`config.mk`:
```
export PLATFORM = sky130hd
export DESIGN_NAME = key_debounce_pulse
export DESIGN_NICKNAME = d
export VERILOG_FILES = /design/src/rtl/key_debounce_pulse.sv
export SDC_FILE = /design/constraint.sdc
export NUM_CORES = 1
export LEC_CHECK = 0
export BUFFER_PORTS_ARGS = -buffer_cell sky130_fd_sc_hd__buf_4
export CAP_MARGIN = 20
export CORE_MARGIN = 1.5
export CORE_UTILIZATION = 40
export DETAILED_ROUTE_END_ITERATION = 16
export SYNTH_ARGS = -nofsm -noshare
export SYNTH_HDL_FRONTEND = slang
export SYNTH_SLANG_ARGS = --single-unit
```
`constraint.sdc`:
```
create_clock -name clk -period 2.78 [get_ports clk]
set_clock_uncertainty 0.05 [all_clocks]
set_input_delay 0.695 -clock clk [delete_from_list [all_inputs] [get_ports clk]]
set_output_delay 0.695 -clock clk [all_outputs]
set_load 0.01 [all_outputs]
```
`src/rtl/key_debounce_pulse.sv`:
```
// key_debounce_pulse
//
// Conditions one raw, active-low, bouncy pushbutton into clean signals for
// downstream FSM and counter logic: a debounced pressed level, single-cycle
// press and release strobes, and a single-cycle long-press strobe.
//
// Ports:
//   clk            in   system clock
//   reset          in   asynchronous reset, active-high
//   key_n          in   raw pushbutton, 0 = pressed, asynchronous to clk
//   level          out  debounced pressed state, 1 = pressed
//   press_pulse    out  one-cycle strobe on accepted press (and auto-repeat)
//   release_pulse  out  one-cycle strobe on accepted release
//   long_pulse     out  one-cycle strobe once the key is held LONG_CYCLES
//
// Optional feature: define KEY_DEBOUNCE_AUTOREPEAT_EN to re-issue press_pulse
// every REPEAT_CYCLES while the key stays held after long_pulse. Without the
// macro no repeat logic exists and REPEAT_CYCLES is not a parameter.
//
// DEBOUNCE_CYCLES must be >= 2; CNT_W must hold the largest cycle parameter.

module key_debounce_pulse #(
    parameter int DEBOUNCE_CYCLES = 1_000_000,
    parameter int LONG_CYCLES     = 50_000_000,
    parameter int CNT_W           = 26
`ifdef KEY_DEBOUNCE_AUTOREPEAT_EN
    ,
    parameter int REPEAT_CYCLES   = 10_000_000
`endif
) (
    input  logic clk,
    input  logic reset,
    input  logic key_n,
    output logic level,
    output logic press_pulse,
    output logic release_pulse,
    output logic long_pulse
);

    localparam logic [1:0] ST_IDLE         = 2'd0;
    localparam logic [1:0] ST_PRESS_WAIT   = 2'd1;
    localparam logic [1:0] ST_HELD         = 2'd2;
    localparam logic [1:0] ST_RELEASE_WAIT = 2'd3;

    localparam logic [CNT_W-1:0] CNT_ONE   = CNT_W'(1);
    localparam logic [CNT_W-1:0] DEB_LAST  = CNT_W'(DEBOUNCE_CYCLES - 1);
    localparam logic [CNT_W-1:0] LONG_LAST = CNT_W'(LONG_CYCLES - 1);
    // Hold counter parks here so the long-press compare can never match again.
    localparam logic [CNT_W-1:0] LONG_SAT  = CNT_W'(LONG_CYCLES);
`ifdef KEY_DEBOUNCE_AUTOREPEAT_EN
    localparam logic [CNT_W-1:0] REP_LAST  = CNT_W'(REPEAT_CYCLES - 1);
`endif

    logic             syncMeta_q;
    logic             syncOut_q;
    logic             pressedS;
    logic [1:0]       state_q,        state_d;
    logic [CNT_W-1:0] debounceCnt_q,  debounceCnt_d;
    logic [CNT_W-1:0] holdCnt_q,      holdCnt_d;
    logic             level_q,        level_d;
    logic             pressPulse_q,   pressPulse_d;
    logic             releasePulse_q, releasePulse_d;
    logic             longPulse_q,    longPulse_d;
`ifdef KEY_DEBOUNCE_AUTOREPEAT_EN
    logic [CNT_W-1:0] repeatCnt_q,    repeatCnt_d;
`endif

    // Two-flop synchroniser; resets to the released (high) level so a held key
    // after reset is seen as a fresh press.
    always_ff @(posedge clk or posedge reset) begin
        if (reset) begin
            syncMeta_q <= 1'b1;
            syncOut_q  <= 1'b1;
        end else begin
            syncMeta_q <= key_n;
            syncOut_q  <= syncMeta_q;
        end
    end

    assign pressedS = ~syncOut_q;

    always_comb begin
        state_d        = state_q;
        debounceCnt_d  = debounceCnt_q;
        holdCnt_d      = holdCnt_q;
        level_d        = level_q;
        pressPulse_d   = 1'b0;
        releasePulse_d = 1'b0;
        longPulse_d    = 1'b0;
`ifdef KEY_DEBOUNCE_AUTOREPEAT_EN
        repeatCnt_d    = repeatCnt_q;
`endif
        case (state_q)
            ST_IDLE: begin
                if (pressedS) begin
                    state_d       = ST_PRESS_WAIT;
                    debounceCnt_d = '0;
                end
            end
            ST_PRESS_WAIT: begin
                if (!pressedS) begin
                    state_d = ST_IDLE;
                end else if (debounceCnt_q == DEB_LAST) begin
                    state_d      = ST_HELD;
                    level_d      = 1'b1;
                    pressPulse_d = 1'b1;
                    holdCnt_d    = '0;
                end else begin
                    debounceCnt_d = debounceCnt_q + CNT_ONE;
                end
            end
            ST_HELD: begin
                if (holdCnt_q != LONG_SAT) begin
                    holdCnt_d = holdCnt_q + CNT_ONE;
                end
                if (holdCnt_q == LONG_LAST) begin
                    longPulse_d = 1'b1;
                end
`ifdef KEY_DEBOUNCE_AUTOREPEAT_EN
                // Repeat phase starts at the long pulse and only runs once the
                // hold counter has saturated.
                if (holdCnt_q == LONG_LAST) begin
                    repeatCnt_d = '0;
                end else if (holdCnt_q == LONG_SAT) begin
                    if (repeatCnt_q == REP_LAST) begin
                        pressPulse_d = 1'b1;
                        repeatCnt_d  = '0;
                    end else begin
                        repeatCnt_d = repeatCnt_q + CNT_ONE;
                    end
                end
`endif
                if (!pressedS) begin
                    state_d       = ST_RELEASE_WAIT;
                    debounceCnt_d = '0;
`ifdef KEY_DEBOUNCE_AUTOREPEAT_EN
                    repeatCnt_d   = '0;
`endif
                end
            end
            ST_RELEASE_WAIT: begin
                // Hold time keeps running so a release bounce does not reset it.
                if (holdCnt_q != LONG_SAT) begin
                    holdCnt_d = holdCnt_q + CNT_ONE;
                end
                if (pressedS) begin
                    state_d = ST_HELD;
                end else if (debounceCnt_q == DEB_LAST) begin
                    state_d        = ST_IDLE;
                    level_d        = 1'b0;
                    releasePulse_d = 1'b1;
                end else begin
                    debounceCnt_d = debounceCnt_q + CNT_ONE;
                end
            end
            default: begin
                state_d = ST_IDLE;
            end
        endcase
    end

    always_ff @(posedge clk or posedge reset) begin
        if (reset) begin
            state_q        <= ST_IDLE;
            debounceCnt_q  <= '0;
            holdCnt_q      <= '0;
            level_q        <= 1'b0;
            pressPulse_q   <= 1'b0;
            releasePulse_q <= 1'b0;
            longPulse_q    <= 1'b0;
        end else begin
            state_q        <= state_d;
            debounceCnt_q  <= debounceCnt_d;
            holdCnt_q      <= holdCnt_d;
            level_q        <= level_d;
            pressPulse_q   <= pressPulse_d;
            releasePulse_q <= releasePulse_d;
            longPulse_q    <= longPulse_d;
        end
    end

`ifdef KEY_DEBOUNCE_AUTOREPEAT_EN
    always_ff @(posedge clk or posedge reset) begin
        if (reset) begin
            repeatCnt_q <= '0;
        end else begin
            repeatCnt_q <= repeatCnt_d;
        end
    end
`endif

    assign level         = level_q;
    assign press_pulse   = pressPulse_q;
    assign release_pulse = releasePulse_q;
    assign long_pulse    = longPulse_q;

endmodule
```
==> metrics list, run 1 <==
- Area of the core: 7810 µm²
* Synthesized area per cell: 9.58 µm²
- The worst setup path is of the reg -> reg kind.
- Peak clock frequency supported by timing: 450 MHz
- Counting flops and latches in the post-synthesis netlist gives 60.
- In the final timing run, aggregate negative setup slack is 0 ps.
- DRT met1 WL: 3640 µm
- Power density of the placed cells: 456 nW/µm²
* Required time worst endpoint: 2960 ps
- Number of global-route vias before repair: 2454
* Final WL: 6980 µm
* Highest routing layer actually used: met4
* Via-to-Cell Ratio: 5.73
* Largest fanout of any net on the critical path: 13
* Total of warnings raised by yosys: 0
- The detail route stage leaves a number of antenna-violating nets equal to 0.
* Overall overflow remaining after global route: 0
- In this run the post-CTS setup repair buffer count came out at 0.
- H-tree Lvls: 3
- In the detailed route, the total length drawn on met2 is 2910 µm.
- Hold violation count in the final report: 0
- Later-pin clock latency in the skew report: 350 ps
- In the finished design, the share of the clock period the worst path needs comes to 0.800.
- The cell count after synthesis came out at 339.
* Overall Global Routing Usage: 0.180
* Routability congestion estimate: 0.816
- The share of the Yosys chip area taken by registers is 0.463.
- PortBufs: 6
- Average wire length per cell after detail routing: 15.2 µm
* Critical path startpoint category: flop
- Static leakage: 0.00151 µW
- The initial utilization of the core area, before any placement, comes to 0.416.
- Leaving out fill and tap cells, the most frequent cell in the layout is sky130_fd_sc_hd__dfrtp_1.
- Clock transition at the registers of the reported paths: 70 ps
* Max-Cap Viols: 0
* Number of antenna violations at the first check in global routing: 0
* Number of buffers on the longest clock path: 2
- Remaining max-slew budget at the tightest pin: 0.553
* Global-route wire length before repair: 12300 µm
- Netlist Area Pre-Place: 3250 µm²
- In this run the clock root is driven by a sky130_fd_sc_hd__clkbuf_8.
- Wire segments on met3 add up to 295 µm in the final route.
* Count of hold buffers inserted by post-cts repair: 0
- From bottom edge to top edge, the die measures 93.1 µm.
* Arrival time of the worst setup path: 2400 ps
* DRT iter0 DRCs: 134
* Maximum ir drop on the vdd rail: 0.289 mV
* Number of DRC violations after detailed routing: 0
* Worst Hold Class: in -> async
* Clock tree from TritonCTS: yes
- Setup repair after global routing left no endpoint under its margin.
- The run finished with clean final reports.
- From left edge to right edge, the die measures 93.1 µm.
* Number of diodes: 0
- Leaving out fill and tap cells, the most frequent cells in the layout are 58 x sky130_fd_sc_hd__dfrtp_1, 31 x sky130_fd_sc_hd__nand2_1, 31 x sky130_fd_sc_hd__nor2_1.
- The worst setup path is captured at a flop.
- Row generation in the floorplan step produced 32 rows.
- For this run, the post-layout net count is 357.
* Number of gates resized after CTS: 0
- Max-slew violations: 0
* Layout cells sized above 1: 0.124
- At the pin with the least slew margin, the transition time is 668 ps.
- Die area: 8670 µm²
* Setup-violating endpoint count in the final report: 0
- After synthesis, the netlist uses 49 different library cells.
- Relative to the synthesized area, the layout overhead comes to 10.6%.
- The worst path in the final design needs a cycle of 2220 ps, including I/O delays and setup.
- Pin placement for this block handled 7 I/O pins.
* First-pass DRT Iterations: 4
- Tightest hold margin: 308 ps
- Total via count in the routed design: 2626
- The number of nets handed over by synthesis was 345.
- Largest net degree at the start of global routing: 42
* Total clock sinks: 60
- Clock buffer count from CTS: 9
- Detailed placement ended at an HPWL of 4700 µm.
-- kinds of logic after synthesis --
family | synth area share
AO/OA/AOI/OAI | 0.118
adder cells (fa/ha/maj) | 0.0116
XOR/XNOR | 0.0644
flip-flops | 0.463
multiplexers | 0.0281
AND/OR/NAND/NOR | 0.284
buffers and inverters | 0.0312
-- metal layers --
metal / track usage / up-vias
li1: - / 1277
met1: 0.264 / 1284
met2: 0.251 / 51
met3: 0.0463 / 14
met4: 0.0732 / 0
met5: 0 / -
-- through the flow --
step	power (µW)	cell area [µm²]	util	std cells	setup slack, ps
floorplan	938	3250	-	339	554
global placement	959	3420	0.438	442	661
detailed placement	960	3420	0.438	442	598
CTS	1660	3590	0.460	458	572
global route	1700	3590	0.460	458	383
finish	1640	3590	0.460	458	556
-- worst max-delay path, cell delays in order (launching register included) --
cell and delay (ps):
sky130_fd_sc_hd__dfrtp_1 610, sky130_fd_sc_hd__xnor2_2 160, sky130_fd_sc_hd__buf_4 170, sky130_fd_sc_hd__nand4_1 400, sky130_fd_sc_hd__nor4_1 490, sky130_fd_sc_hd__xnor2_1 160
sky130_fd_sc_hd__nor2_1 60
-- path summary, 6_finish.rpt --
check	startpoint	endpoint	slack [ps]	cells past startpoint
worst max-delay path	flop	debounceCnt_q[24]$_DFFE_PP0P_	560	6
worst min-delay path	reset	debounceCnt_q[12]$_DFFE_PP0P_	310	2
worst max register to register	flop	debounceCnt_q[24]$_DFFE_PP0P_	560	6
worst min register to register	syncMeta_q$_DFF_PP1_	syncOut_q$_DFF_PP1_	310	0
max in group asynchronous	reset	syncMeta_q$_DFF_PP1_	1730	3
min in group clk	syncMeta_q$_DFF_PP1_	syncOut_q$_DFF_PP1_	310	0
-- power breakdown --
group / leakage (µW) / internal, µW / total [µW] / switching (µW)
clock network: 0.0000889 / 341 / 694 / 353
logic: 0.000597 / 15.4 / 51.0 / 35.6
registers: 0.000827 / 881 / 891 / 9.33
total: 0.00151 / 1240 / 1640 / 397
-- registers in the layout, summed over array words and instances, names as in the netlist, named ones only --
register and cells:
release_pulse 1, debounceCnt_q 26, syncMeta_q 1, level 1, press_pulse 1, state_q 1
syncOut_q 1, holdCnt_q 26, long_pulse 1
-- cell usage after synthesis, drive strengths merged --
library cell / instances / area (µm²)
dfrtp: 58 / 1450
nand2: 31 / 116
nor2: 31 / 116
nand3: 19 / 108
nand4: 19 / 119
o21ai: 16 / 80.1
xor2: 16 / 140
and4: 11 / 98.8
o211ai: 11 / 82.6
o31ai: 10 / 75.1
a21oi: 9 / 45.0
buf: 9 / 52.6
inv: 9 / 33.8
nor3: 9 / 45.0
and3: 8 / 52.6
mux2i: 8 / 80.1
or3: 7 / 45.1
xnor2: 7 / 68.8
and2: 5 / 31.3
nand2b: 5 / 31.3
nor4: 5 / 31.3
nor4b: 5 / 56.3
o311ai: 5 / 43.8
or4: 5 / 43.8
clkbuf: 3 / 11.3
ha: 3 / 37.5
nor2b: 3 / 18.8
a21boi: 2 / 18.8
a31oi: 2 / 12.5
dfstp: 2 / 52.6
a21o: 1 / 7.51
a22o: 1 / 8.76
a41oi: 1 / 8.76
clkinv: 1 / 3.75
mux2: 1 / 11.3
nor3b: 1 / 7.51
-- layout make-up --
class	count	area [µm²]
multi-input cells	257	1640
clock inverters	5	27.5
repair buffers	13	110
inverters	10	37.5
well taps	102	128
clock buffers	11	141
fillers	732	4220
flip-flops and latches	60	1500
(Power assumes the default switching activity.)
==> run 2, diff against run 1 <==
==> constraint.sdc (replaced) <==
create_clock -name clk -period 2 [get_ports clk]
set_clock_uncertainty 0.05 [all_clocks]
set_input_delay 0.5 -clock clk [delete_from_list [all_inputs] [get_ports clk]]
set_output_delay 0.5 -clock clk [all_outputs]
set_load 0.01 [all_outputs]
==> metrics list, run 2 (synthesis results as in run 1) <==
* Die area: 8670 µm²
* Share of total power consumed by net switching: 0.233
- Including well taps, the total number of placed cells is 471.
* Critical path startpoint category: flop
- Largest registers ranked by flip-flop count: debounceCnt_q x26, holdCnt_q x26
- Effective utilization at floorplan: 0.416
* Area of the core: 7810 µm²
- Setup-violating endpoint count in the final report: 0
- In this run the worst path has a maximum fanout of 6.
* Flip-flop and latch area: 1510 µm²
- Count of nets left with antenna violations after detail routing: 0
- The first detailed-routing pass ran for 4 iterations.
- The congestion estimate from routability-driven global placement came to 0.857.
- Hold violation count in the final report: 0
* Clock root buffer master: sky130_fd_sc_hd__clkbuf_8
* Internal power: 1820 µW
- Number of buffers on the longest clock path: 2
- Counting the fill cells in the layout gives 742.
- Leading cell types in the layout, fill and taps excluded: 57 x sky130_fd_sc_hd__dfrtp_1, 40 x sky130_fd_sc_hd__buf_4, 31 x sky130_fd_sc_hd__nand2_1, 31 x sky130_fd_sc_hd__nor2_1, 19 x sky130_fd_sc_hd__nand4_1
* Clock tree from TritonCTS: yes
- Number of global-route vias before repair: 2687
- H-tree Lvls: 3
- Via-to-Cell Ratio: 5.64
* Later-pin clock latency in the skew report: 340 ps
- Global-route wire length before repair: 13400 µm
* Die Width: 93.1 µm
- Maximum ir drop on the vdd rail: 0.358 mV
* Largest net degree at the start of global routing: 61
- Clock period minus worst slack: 1940 ps
- Number of diodes: 0
- Post-CTS setup buffer count: 0
- Of the available clock period, the critical path in the final layout requires 0.971.
- In the final layout, the multi-input gates occupy 1680 µm².
- The share of total power dissipated in the clock network is 0.444.
* Non-filler instance count after layout: 487
* Number of rows in the core area: 32
- The number of pins with negative max-slew slack in the final report was 0.
* Overall overflow remaining after global route: 0
- Pre-CTS worst setup slack: 28.5 ps
- Sequential power share: 0.519
- Once routing completed, OpenROAD measured the worst setup slack at 58.2 ps.
- Number of DRC violations after detailed routing: 0
- For this design the top-level I/O count stands at 7.
* Final WL: 7670 µm
* Outcome: complete, no violations
- Power density of the placed cells: 615 nW/µm²
- Based on the critical path, the design can be clocked at up to 515 MHz.
- Overall Global Routing Usage: 0.197
- Number of antenna violations at the first check in global routing: 0
* Worst Hold Class: in -> async
* Most common cell after layout, fill and taps aside: sky130_fd_sc_hd__dfrtp_1
* Layout Utilization: 0.495
- Required time worst endpoint: 2220 ps
- Total via count in the routed design: 2749
- Summing all placed instances gives a cell area of 3640 µm².
- Actual slew at the worst max-slew pin: 344 ps
- Tightest hold margin: 194 ps
- From synthesis to final layout, the design area changed by 19.0%.
* Worst R2R Setup Slack: 60 ps
* Net count, final: 386
- Dividing the detail-routed wire length by the instance count gives 15.8 µm.
- Arrival time of the worst setup path: 2160 ps
- PortBufs: 6
- The worst setup path is of the reg -> reg kind.
- Switch Pwr: 554 µW
* Height of the die: 93.1 µm
* HPWL after detailed placement: 5110 µm
- Max-Cap Viols: 0
* Total clock sinks: 60
* Clock buffer count from CTS: 9
- DRT iter0 DRCs: 184
- RSZ-0062 raised after global routing: yes
* Cell area after layout: 3860 µm²
* Kind of end point of the critical path: flop
* Clock transition at the registers of the reported paths: 70 ps
- Summed over all cells, the static leakage comes to 0.00167 µW.
* Layout cells sized above 1: 0.200
- The share of total power dissipated in combinational logic is 0.036.
* Remaining max-slew budget at the tightest pin: 0.769
[run 2: area by class of cell]
type,count,area share
multi-input combinational,257,0.433
sequential,60,0.389
timing repair buffer,42,0.0858
clock buffer,11,0.0340
inverter,10,0.0107
tap,102,0.0330
clock inverter,5,0.0136
[run 2: path summary, 6_finish.rpt]
kind,start,end,depth (start not counted)
min,reset,holdCnt_q[4]$_DFFE_PP0P_,3
max reg2reg,holdCnt_q[9]$_DFFE_PP0P_,holdCnt_q[23]$_DFFE_PP0P_,5
max in group asynchronous,reset,syncOut_q$_DFF_PP1_,3
min reg2reg,syncMeta_q$_DFF_PP1_,syncOut_q$_DFF_PP1_,0
max,holdCnt_q[9]$_DFFE_PP0P_,holdCnt_q[23]$_DFFE_PP0P_,5
min in group clk,key_n,syncMeta_q$_DFF_PP1_,1
[run 2: power groups by stage]
stage / combinational (µW) / sequential [µW] / clock, µW
floorplan: 47.0 / 1260 / 0
global placement: 87.2 / 1260 / 0
detailed placement: 87.5 / 1260 / 0
CTS: 88.7 / 1230 / 1100
global route: 102 / 1240 / 1150
finish: 86.3 / 1230 / 1060
[run 2: per-stage QoR]
stage               power [µW]  TNS [ps]
global placement          1340         0
CTS                       2420         0
detailed placement        1340         0
floorplan                 1300         0
global route              2490      -141
finish                    2380         0
[run 2: timing repair]
item,4_1_cts,5_1_grt
endpoints found under the setup margin,0,27
hold buffers,0,0
hold endpoints to repair,0,0
gates resized for setup,0,9
[run 2: routing by layer]
layer	global-route usage	vias to the layer above	routed length, µm	share of wire
li1	-	1342	-	-
met1	0.279	1332	3780	0.49
met2	0.296	62	3480	0.45
met3	0.0504	13	326	0.042
met4	0.0581	0	82	0.011
met5	0	-	0	0
[run 2: critical path, stage by stage, from the launching register on]
cell	delay, ps
sky130_fd_sc_hd__dfrtp_1	410
sky130_fd_sc_hd__and4_2	300
sky130_fd_sc_hd__nand3_4	110
sky130_fd_sc_hd__or4_4	590
sky130_fd_sc_hd__a21oi_1	210
sky130_fd_sc_hd__mux2i_1	190
